==> src/rtl/mcl_cycle_queue_if.sv <==
// Request and MBOX-side bus of the MCL memory-cycle queue.
// The BRK_* signals are only consumed when MCL_ADR_BRK_EN is defined.
interface mcl_cycle_queue_if #(
  parameter int unsigned VMA_W = 23,
  parameter int unsigned DEPTH = 4,
  parameter int unsigned NCOMP = 2
);
  localparam int unsigned CNT_W = $clog2(DEPTH + 1);
  localparam int unsigned SEL_W = (NCOMP > 1) ? $clog2(NCOMP) : 1;

  logic             REQ_VALID;
  logic             REQ_READY;
  logic [VMA_W-1:0] REQ_VMA;
  logic [11:0]      REQ_FLAGS;
  logic             MBOX_REQ;
  logic             MBOX_ACK;
  logic [VMA_W-1:0] MBOX_VMA;
  logic [11:0]      MBOX_FLAGS;
  logic [VMA_W-1:0] HELD_VMA;
  logic [11:0]      HELD_FLAGS;
  logic [CNT_W-1:0] COUNT;
  logic             FLUSH;
  logic             BRK_LOAD;
  logic [SEL_W-1:0] BRK_SEL;
  logic [VMA_W-1:0] BRK_VMA;
  logic [2:0]       BRK_MODE;
  logic             BRK_USER;
  logic             PAGE_ADDRESS_COND;

  modport master (
    output REQ_VALID, REQ_VMA, REQ_FLAGS, MBOX_ACK, FLUSH,
           BRK_LOAD, BRK_SEL, BRK_VMA, BRK_MODE, BRK_USER,
    input  REQ_READY, MBOX_REQ, MBOX_VMA, MBOX_FLAGS, HELD_VMA, HELD_FLAGS,
           COUNT, PAGE_ADDRESS_COND
  );

  modport slave (
    input  REQ_VALID, REQ_VMA, REQ_FLAGS, MBOX_ACK, FLUSH,
           BRK_LOAD, BRK_SEL, BRK_VMA, BRK_MODE, BRK_USER,
    output REQ_READY, MBOX_REQ, MBOX_VMA, MBOX_FLAGS, HELD_VMA, HELD_FLAGS,
           COUNT, PAGE_ADDRESS_COND
  );
endinterface

==> src/rtl/mcl_cycle_queue.sv <==
// In-order EBOX memory-cycle request queue toward the MBOX with VMA HELD copy.
// Define MCL_ADR_BRK_EN to build the address-break channels and page-address stall.
module mcl_cycle_queue #(
  parameter int unsigned VMA_W = 23,
  parameter int unsigned DEPTH = 4,
  parameter int unsigned NCOMP = 2
) (
  input logic              clk,
  input logic              RESET_N,
  mcl_cycle_queue_if.slave bus
);
  localparam int unsigned CNT_W = $clog2(DEPTH + 1);
  localparam int unsigned PTR_W = $clog2(DEPTH);

  // Context-word bit positions (flag bit n lives at index n-1)
  localparam int unsigned F_LOAD_AR  = 0;
  localparam int unsigned F_LOAD_ARX = 1;
  localparam int unsigned F_WRITE    = 3;
  localparam int unsigned F_USER     = 4;
  localparam int unsigned F_FETCH    = 8;
  localparam int unsigned F_MAP      = 9;

  typedef struct packed {
    logic             brk;
    logic [11:0]      flags;
    logic [VMA_W-1:0] vma;
  } entry_t;

  entry_t           mem_q [DEPTH];
  logic [PTR_W-1:0] wr_ptr_q;
  logic [PTR_W-1:0] rd_ptr_q;
  logic [CNT_W-1:0] count_q;
  logic [VMA_W-1:0] held_vma_q;
  logic [11:0]      held_flags_q;
  logic             stall_q;
  logic             tag_c;
  logic             ready_c;
  logic             mbox_req_c;
  logic             push_c;
  logic             pop_c;
  entry_t           head_c;

  assign head_c     = mem_q[rd_ptr_q];
  assign ready_c    = (count_q != CNT_W'(DEPTH));
  assign mbox_req_c = (count_q != '0) & ~head_c.brk & ~stall_q;
  assign push_c     = bus.REQ_VALID & ready_c & ~bus.FLUSH;
  assign pop_c      = mbox_req_c & bus.MBOX_ACK & ~bus.FLUSH;

  assign bus.REQ_READY         = ready_c;
  assign bus.MBOX_REQ          = mbox_req_c;
  assign bus.MBOX_VMA          = head_c.vma;
  assign bus.MBOX_FLAGS        = head_c.flags;
  assign bus.HELD_VMA          = held_vma_q;
  assign bus.HELD_FLAGS        = held_flags_q;
  assign bus.COUNT             = count_q;
  assign bus.PAGE_ADDRESS_COND = stall_q;

  // Queue storage, pointers, occupancy and HELD copy
  always_ff @(posedge clk) begin
    if (!RESET_N) begin
      wr_ptr_q     <= '0;
      rd_ptr_q     <= '0;
      count_q      <= '0;
      held_vma_q   <= '0;
      held_flags_q <= '0;
      for (int i = 0; i < int'(DEPTH); i++) mem_q[i] <= '0;
    end else if (bus.FLUSH) begin
      wr_ptr_q <= '0;
      rd_ptr_q <= '0;
      count_q  <= '0;
      for (int i = 0; i < int'(DEPTH); i++) mem_q[i].brk <= 1'b0;
    end else begin
      if (push_c) begin
        mem_q[wr_ptr_q] <= '{brk: tag_c, flags: bus.REQ_FLAGS, vma: bus.REQ_VMA};
        wr_ptr_q        <= wr_ptr_q + PTR_W'(1);
      end
      if (pop_c) begin
        held_vma_q   <= head_c.vma;
        held_flags_q <= head_c.flags;
        rd_ptr_q     <= rd_ptr_q + PTR_W'(1);
      end
      if (push_c && !pop_c) count_q <= count_q + CNT_W'(1);
      else if (pop_c && !push_c) count_q <= count_q - CNT_W'(1);
    end
  end

`ifdef MCL_ADR_BRK_EN
  localparam int unsigned SEL_W = (NCOMP > 1) ? $clog2(NCOMP) : 1;

  logic [VMA_W-1:0] brk_vma_q  [NCOMP];
  logic [2:0]       brk_mode_q [NCOMP];
  logic [NCOMP-1:0] brk_user_q;

  // Push-time compare against the channel values held before this edge
  always_comb begin
    tag_c = 1'b0;
    for (int c = 0; c < int'(NCOMP); c++) begin
      if ((brk_mode_q[c] != 3'b000) &&
          (bus.REQ_VMA == brk_vma_q[c]) &&
          (bus.REQ_FLAGS[F_USER] == brk_user_q[c]) &&
          !bus.REQ_FLAGS[F_MAP] &&
          ((brk_mode_q[c][2] && bus.REQ_FLAGS[F_FETCH]) ||
           (brk_mode_q[c][0] && bus.REQ_FLAGS[F_WRITE]) ||
           (brk_mode_q[c][1] && !bus.REQ_FLAGS[F_FETCH] &&
            (bus.REQ_FLAGS[F_LOAD_AR] || bus.REQ_FLAGS[F_LOAD_ARX]))))
        tag_c = 1'b1;
    end
  end

  always_ff @(posedge clk) begin
    if (!RESET_N) begin
      brk_user_q <= '0;
      for (int c = 0; c < int'(NCOMP); c++) begin
        brk_vma_q[c]  <= '0;
        brk_mode_q[c] <= '0;
      end
    end else if (bus.BRK_LOAD && (32'(bus.BRK_SEL) < NCOMP)) begin
      brk_vma_q[bus.BRK_SEL]  <= bus.BRK_VMA;
      brk_mode_q[bus.BRK_SEL] <= bus.BRK_MODE;
      brk_user_q[bus.BRK_SEL] <= bus.BRK_USER;
    end
  end

  // Stall latches once a tagged entry sits at the head; only FLUSH or reset clear it
  always_ff @(posedge clk) begin
    if (!RESET_N)                             stall_q <= 1'b0;
    else if (bus.FLUSH)                       stall_q <= 1'b0;
    else if ((count_q != '0) && head_c.brk)   stall_q <= 1'b1;
  end
`else
  logic unused_brk_c;

  assign tag_c        = 1'b0;
  assign stall_q      = 1'b0;
  assign unused_brk_c = ^{bus.BRK_LOAD, bus.BRK_SEL, bus.BRK_VMA, bus.BRK_MODE, bus.BRK_USER};
`endif

endmodule

==> src/flat_wrapper.sv <==
// flat-port wrapper written by rule: the top's interface ports become plain ports
module mcl_cycle_queue_flat 
#(
  parameter int unsigned VMA_W = 23,
  parameter int unsigned DEPTH = 4,
  parameter int unsigned NCOMP = 2
)
  (clk, RESET_N, bus_REQ_VALID, bus_REQ_VMA, bus_REQ_FLAGS, bus_MBOX_ACK, bus_FLUSH, bus_BRK_LOAD, bus_BRK_SEL, bus_BRK_VMA, bus_BRK_MODE, bus_BRK_USER, bus_REQ_READY, bus_MBOX_REQ, bus_MBOX_VMA, bus_MBOX_FLAGS, bus_HELD_VMA, bus_HELD_FLAGS, bus_COUNT, bus_PAGE_ADDRESS_COND);
  mcl_cycle_queue_if #(.VMA_W(VMA_W), .DEPTH(DEPTH), .NCOMP(NCOMP)) bus_i ();
  input logic clk;
  input logic RESET_N;
  input wire logic [$bits(bus_i.REQ_VALID)-1:0] bus_REQ_VALID;
  input wire logic [$bits(bus_i.REQ_VMA)-1:0] bus_REQ_VMA;
  input wire logic [$bits(bus_i.REQ_FLAGS)-1:0] bus_REQ_FLAGS;
  input wire logic [$bits(bus_i.MBOX_ACK)-1:0] bus_MBOX_ACK;
  input wire logic [$bits(bus_i.FLUSH)-1:0] bus_FLUSH;
  input wire logic [$bits(bus_i.BRK_LOAD)-1:0] bus_BRK_LOAD;
  input wire logic [$bits(bus_i.BRK_SEL)-1:0] bus_BRK_SEL;
  input wire logic [$bits(bus_i.BRK_VMA)-1:0] bus_BRK_VMA;
  input wire logic [$bits(bus_i.BRK_MODE)-1:0] bus_BRK_MODE;
  input wire logic [$bits(bus_i.BRK_USER)-1:0] bus_BRK_USER;
  output wire logic [$bits(bus_i.REQ_READY)-1:0] bus_REQ_READY;
  output wire logic [$bits(bus_i.MBOX_REQ)-1:0] bus_MBOX_REQ;
  output wire logic [$bits(bus_i.MBOX_VMA)-1:0] bus_MBOX_VMA;
  output wire logic [$bits(bus_i.MBOX_FLAGS)-1:0] bus_MBOX_FLAGS;
  output wire logic [$bits(bus_i.HELD_VMA)-1:0] bus_HELD_VMA;
  output wire logic [$bits(bus_i.HELD_FLAGS)-1:0] bus_HELD_FLAGS;
  output wire logic [$bits(bus_i.COUNT)-1:0] bus_COUNT;
  output wire logic [$bits(bus_i.PAGE_ADDRESS_COND)-1:0] bus_PAGE_ADDRESS_COND;
  assign bus_i.REQ_VALID = bus_REQ_VALID;
  assign bus_i.REQ_VMA = bus_REQ_VMA;
  assign bus_i.REQ_FLAGS = bus_REQ_FLAGS;
  assign bus_i.MBOX_ACK = bus_MBOX_ACK;
  assign bus_i.FLUSH = bus_FLUSH;
  assign bus_i.BRK_LOAD = bus_BRK_LOAD;
  assign bus_i.BRK_SEL = bus_BRK_SEL;
  assign bus_i.BRK_VMA = bus_BRK_VMA;
  assign bus_i.BRK_MODE = bus_BRK_MODE;
  assign bus_i.BRK_USER = bus_BRK_USER;
  assign bus_REQ_READY = bus_i.REQ_READY;
  assign bus_MBOX_REQ = bus_i.MBOX_REQ;
  assign bus_MBOX_VMA = bus_i.MBOX_VMA;
  assign bus_MBOX_FLAGS = bus_i.MBOX_FLAGS;
  assign bus_HELD_VMA = bus_i.HELD_VMA;
  assign bus_HELD_FLAGS = bus_i.HELD_FLAGS;
  assign bus_COUNT = bus_i.COUNT;
  assign bus_PAGE_ADDRESS_COND = bus_i.PAGE_ADDRESS_COND;
  mcl_cycle_queue #(.VMA_W(VMA_W), .DEPTH(DEPTH), .NCOMP(NCOMP)) u_core (.clk(clk), .RESET_N(RESET_N), .bus(bus_i));
endmodule
==> config.mk <==
export PLATFORM = sky130hd
export DESIGN_NAME = mcl_cycle_queue_flat
export DESIGN_NICKNAME = d
export VERILOG_FILES = /design/src/rtl/mcl_cycle_queue_if.sv /design/src/rtl/mcl_cycle_queue.sv /design/src/flat_wrapper.sv
export SDC_FILE = /design/constraint.sdc
export NUM_CORES = 1
export LEC_CHECK = 0
export ABC_AREA = 1
export CORE_UTILIZATION = 46
export CTS_CLUSTER_DIAMETER = 120
export DETAILED_ROUTE_END_ITERATION = 6
export PLACE_DENSITY = 0.81
export SYNTH_ARGS = -nofsm -noshare
export SYNTH_HDL_FRONTEND = slang
export SYNTH_SLANG_ARGS = --single-unit
==> constraint.sdc <==
create_clock -name clk -period 6.28 [get_ports clk]
set_clock_uncertainty 0.2 [all_clocks]
set_input_delay 1.884 -clock clk [delete_from_list [all_inputs] [get_ports clk]]
set_output_delay 1.884 -clock clk [all_outputs]
set_load 0.1 [all_outputs]
# Word-level counts from Yosys, hierarchy flattened
# Memory sizes are Yosys's and may differ from the RTL's. A register that Yosys moved wholly into a read port is not among the register bits.
# Cells that the tools add are included.
# word_totals
register_bits	42
ramBits	140
inputBits	69
output_inout_bits	76
word_cells	40
mem_count	1
# classes
n_addsub	4
n_eq_ne	1
mux	12
bitwise_logic	8
reduce_logical	9
# memory_table
name	words	word_bits	read_ports	rd_ports_with_merged_regs	write_ports	line	text
u_core.mem_q	4	35	1	1	4	mcl_cycle_queue.sv:29	entry_t mem_q [DEPTH];
# op_table
cell	n
two-way mux 35 bit	1
OR reduction 35 bit	1
two-way mux 1 bit	6
two-way mux 2 bit	3
two-way mux 3 bit	2
bitwise AND 1 bit	5
adder 2 x 1 -> 2 bit (second input constant)	2
adder 3 x 1 -> 3 bit (second input constant)	1
!= test 3 bit (second input constant)	1
nonzero test 3 bit	1
subtractor 3 x 1 -> 3 bit (second input constant)	1
logical AND 1 bit	2
logical NOT 1 bit	2
inverter 1 bit	2
AND reduction 2 bit	1
nonzero test 2 bit	1
OR reduction 2 bit	1
inverter 1 bit (first input constant)	1

# Longest topological paths before layout
# logic_depth
depth_word	9
mapped_depth	13
depth_no_buf	13

# Least setup slack after synthesis
# No wires, ideal clock.
# synth_path
path_kind	input-to-reg
start	input port bus_FLUSH
end	memory u_core.mem_q[0][0] (netlist bit) (enable)
setup_ps	393
t_arrival_ps	3309
required_ps	5687
slack_ps	2378
path_stages	6
n_path_buf	1
path_cell_list	inv_1 -> nand2_2 -> nor2_8 -> nand2_4 -> buf_6 -> nand2_1
# synth_rtl
item	line	text
start, declared	flat_wrapper.sv:16	input wire logic [$bits(bus_i.FLUSH)-1:0] bus_FLUSH;
end, declared	mcl_cycle_queue.sv:29	

==> impl_metrics.yaml <==
finish:
  final_area_um2: 10300
  layout_common_cells: "nand2_1 (257), inv_1 (221), nor2_1 (220)"
  diodes: 0
  final_common_cell: "nand2_1"
  drive_gt1_share_pct: 7.22
  layout.nets: 1197
  fillCellCount: 1497
  area.growth.synth_to_final_pct: 19.5
  utilization_pct: 56.8
sta:
  fin_crit_ns: 5.28
  rsz0062_at_grt: "false"
  finalHoldViolations: 0
  drv_slew: 0
  tightest_slew_ns: 1.00
  fmax_mhz: 189
  tns_ns: 0
  period_share_pct: 84.1
  fin_ws_ns: 1.00
  finalSetupViolCount: 0
  slew_headroom_pct: 33.1
  whs_ns: 0.308
outcome:
  status: "finished, violations left"
  violations: "DRC"
clock_tree:
  cts_setup_buffers: 0
  cts_resized: 0
  cts_num_sinks: 184
  tritoncts: "done"
  clk_latency_ns: 0.43
  root_buffer: "clkbuf_16"
  cts_htree_levels: 4
  clkTransAtPathRegs_ns: 0.06
  holdBufCountCts: 0
  cts_max_path_buffers: 2
  numCtsBuffers: 17
setup_path:
  endpoint_kind: "primary output"
  crit_chain: "inv_2, nand2_1, nand3_1, nand2_1, clkdlybuf4s50_1"
  critPathMaxFanout: 48
  path_common_cell: "nand2_1"
  cp.required_ns: 4.20
  cpPeakStageDelay_ns: 1.14
  arrival_ns: 3.20
  critPathKind: "flop to primary output"
  worst_setup_path_start_kind: "flop"
  slowest_stage: "clkdlybuf4s50_1"
die:
  start_util_pct: 47.5
  ios: 145
  dieArea_um2: 19300
  core-area_um2: 18100
  die_y_um: 139
  rows: 49
  die_w_um: 139
drt:
  wl_per_cell_um: 13.8
  vias_per_cell: 4.78
  vias: 6523
  wirelength_mm: 18.8
  detail-route-antenna-nets: 0
  drc: 11
  drtIter0Drc: 501
  first_pass_iters: 7
synthesis:
  yosys_warnings: 0
  syn_nets: 1106
  ys_ff_latch: 184
  netlist.area_leader.share_pct: 48.7
  synth_area_um2: 8630
  synth.distinct_cells: 21
  synth_cells: 1031
  avgSynthCellArea_um2: 8.37
  ys_seq_area_share_pct: 58.9
  synth_area_leaders: "edfxtp_1 (49%), nand2_1 (11%), dfxtp_1 (10%), inv_1 (9.6%), nor2_1 (9.6%)"
  yosysTopAreaCell: "edfxtp_1"
grt:
  grt_pass1_wl_mm: 30.0
  grt_use_total_pct: 20.0
  grt_pass1_vias: 6168
  antenna_found_initial: 0
  grt-ovfl-total: 0
  grt_start_max_net_pins: 72
power:
  p_leak_nw: 5.00
  peakVddDrop_mv: 0.209
  power.density_nw_per_um2: 288
placed_design:
  hpwl_mm: 11.0
  placed_cell_area_um2: 9710
  pre_cts_slack_ns: 1.49
  io_buffers: 114
  gp_congestion: 0.721
hold_path:
  hold_path_class: "flop to flop"
flow_run:
  maxCapViolCount: 0
==> cell usage after synthesis, drive strengths merged <==
| cell | number |
|---|---|
| xor2 | 1 |
| fa | 1 |
| nand3 | 76 |
| a21oi | 3 |
| edfxtp | 140 |
| nand4 | 1 |
| inv | 223 |
| nor2 | 221 |
| dfxtp | 44 |
| nand2 | 269 |
| clkbuf | 7 |
| conb | 1 |
| buf | 39 |
| ha | 5 |
==> worst paths after layout <==
check / cells after the start / to / slack (ns) / from
max: 5 / bus_MBOX_FLAGS[0] / 1.00 / flop
min: 4 / u_core.bus.HELD_VMA[22]$_SDFFE_PN0P_ / 0.31 / u_core.bus.HELD_VMA[22]$_SDFFE_PN0P_
max reg2reg: 8 / u_core.bus.COUNT[1]$_SDFFE_PP0P_ / 3.49 / u_core.bus.COUNT[0]$_SDFFE_PP0P_
min reg2reg: 4 / u_core.bus.HELD_VMA[22]$_SDFFE_PN0P_ / 0.31 / u_core.bus.HELD_VMA[22]$_SDFFE_PN0P_
==> registers in the layout (all words and copies together), names as in the netlist, named ones only <==
| register | flops |
|---|---|
| u_core.bus.COUNT | 3 |
| u_core.mem_q | 140 |
| u_core.bus.HELD_VMA | 23 |
| u_core.rd_ptr_q | 2 |
| u_core.bus.HELD_FLAGS | 12 |
| u_core.wr_ptr_q | 2 |
==> layout make-up <==
cell class | instances | area [um2] | area share, %
inverter | 223 | 837 | 8.12
sequential | 184 | 5090 | 49.3
timing repair buffer | 118 | 1090 | 10.5
tap | 229 | 287 | 2.78
clock buffer | 22 | 444 | 4.31
clock inverter | 10 | 154 | 1.49
multi-input combinational | 578 | 2410 | 23.4
==> routing by layer <==
layer | vias to the layer above | track usage (%) | wire (um)
li1 | 3249 | - | -
met1 | 3004 | 23.4 | 7500
met2 | 239 | 35.9 | 9690
met3 | 31 | 3.25 | 1200
met4 | 0 | 9.06 | 460
met5 | - | 0 | 0
==> where the power goes <==
| group | switching [mW] | internal [mW] | total, mW |
|---|---|---|---|
| logic | 0.380 | 0.109 | 0.489 |
| registers | 0.0201 | 1.36 | 1.38 |
| clock network | 0.434 | 0.663 | 1.10 |
| total | 0.835 | 2.13 | 2.97 |
==> critical path: cells and delay by family (launching register included) <==
kind | cells | cell delay (ns)
DFF | 1 | 0.93
buffers and inverters | 2 | 1.43
and+or+nand+nor | 3 | 0.36
==> cells by family (layout without fill, tap and decap cells) <==
| family | count (synthesis) | in the layout | synth area share (%) |
|---|---|---|---|
| adders and majority gates | 6 | 6 | 0.957 |
| buffers and inverters | 269 | 373 | 13.3 |
| and+or+nand+nor | 567 | 567 | 26.5 |
| DFF | 184 | 184 | 58.9 |
| xor gates and xnor gates | 1 | 1 | 0.102 |
| other | 1 | 1 | 0.0435 |
| AOI/OAI and AO/OA | 3 | 3 | 0.174 |
==> per-stage QoR <==
| step | total power, mW | instances |
|---|---|---|
| 4_1_cts | 2.98 | 1364 |
| 6_report | 2.97 | 1364 |
| 3_5_place_dp | 1.90 | 1332 |
| 2_1_floorplan | 1.77 | 1031 |
| 5_1_grt | 3.05 | 1364 |
| 3_3_place_gp | 1.89 | 1332 |
Power figures use the tool's default switching activity.
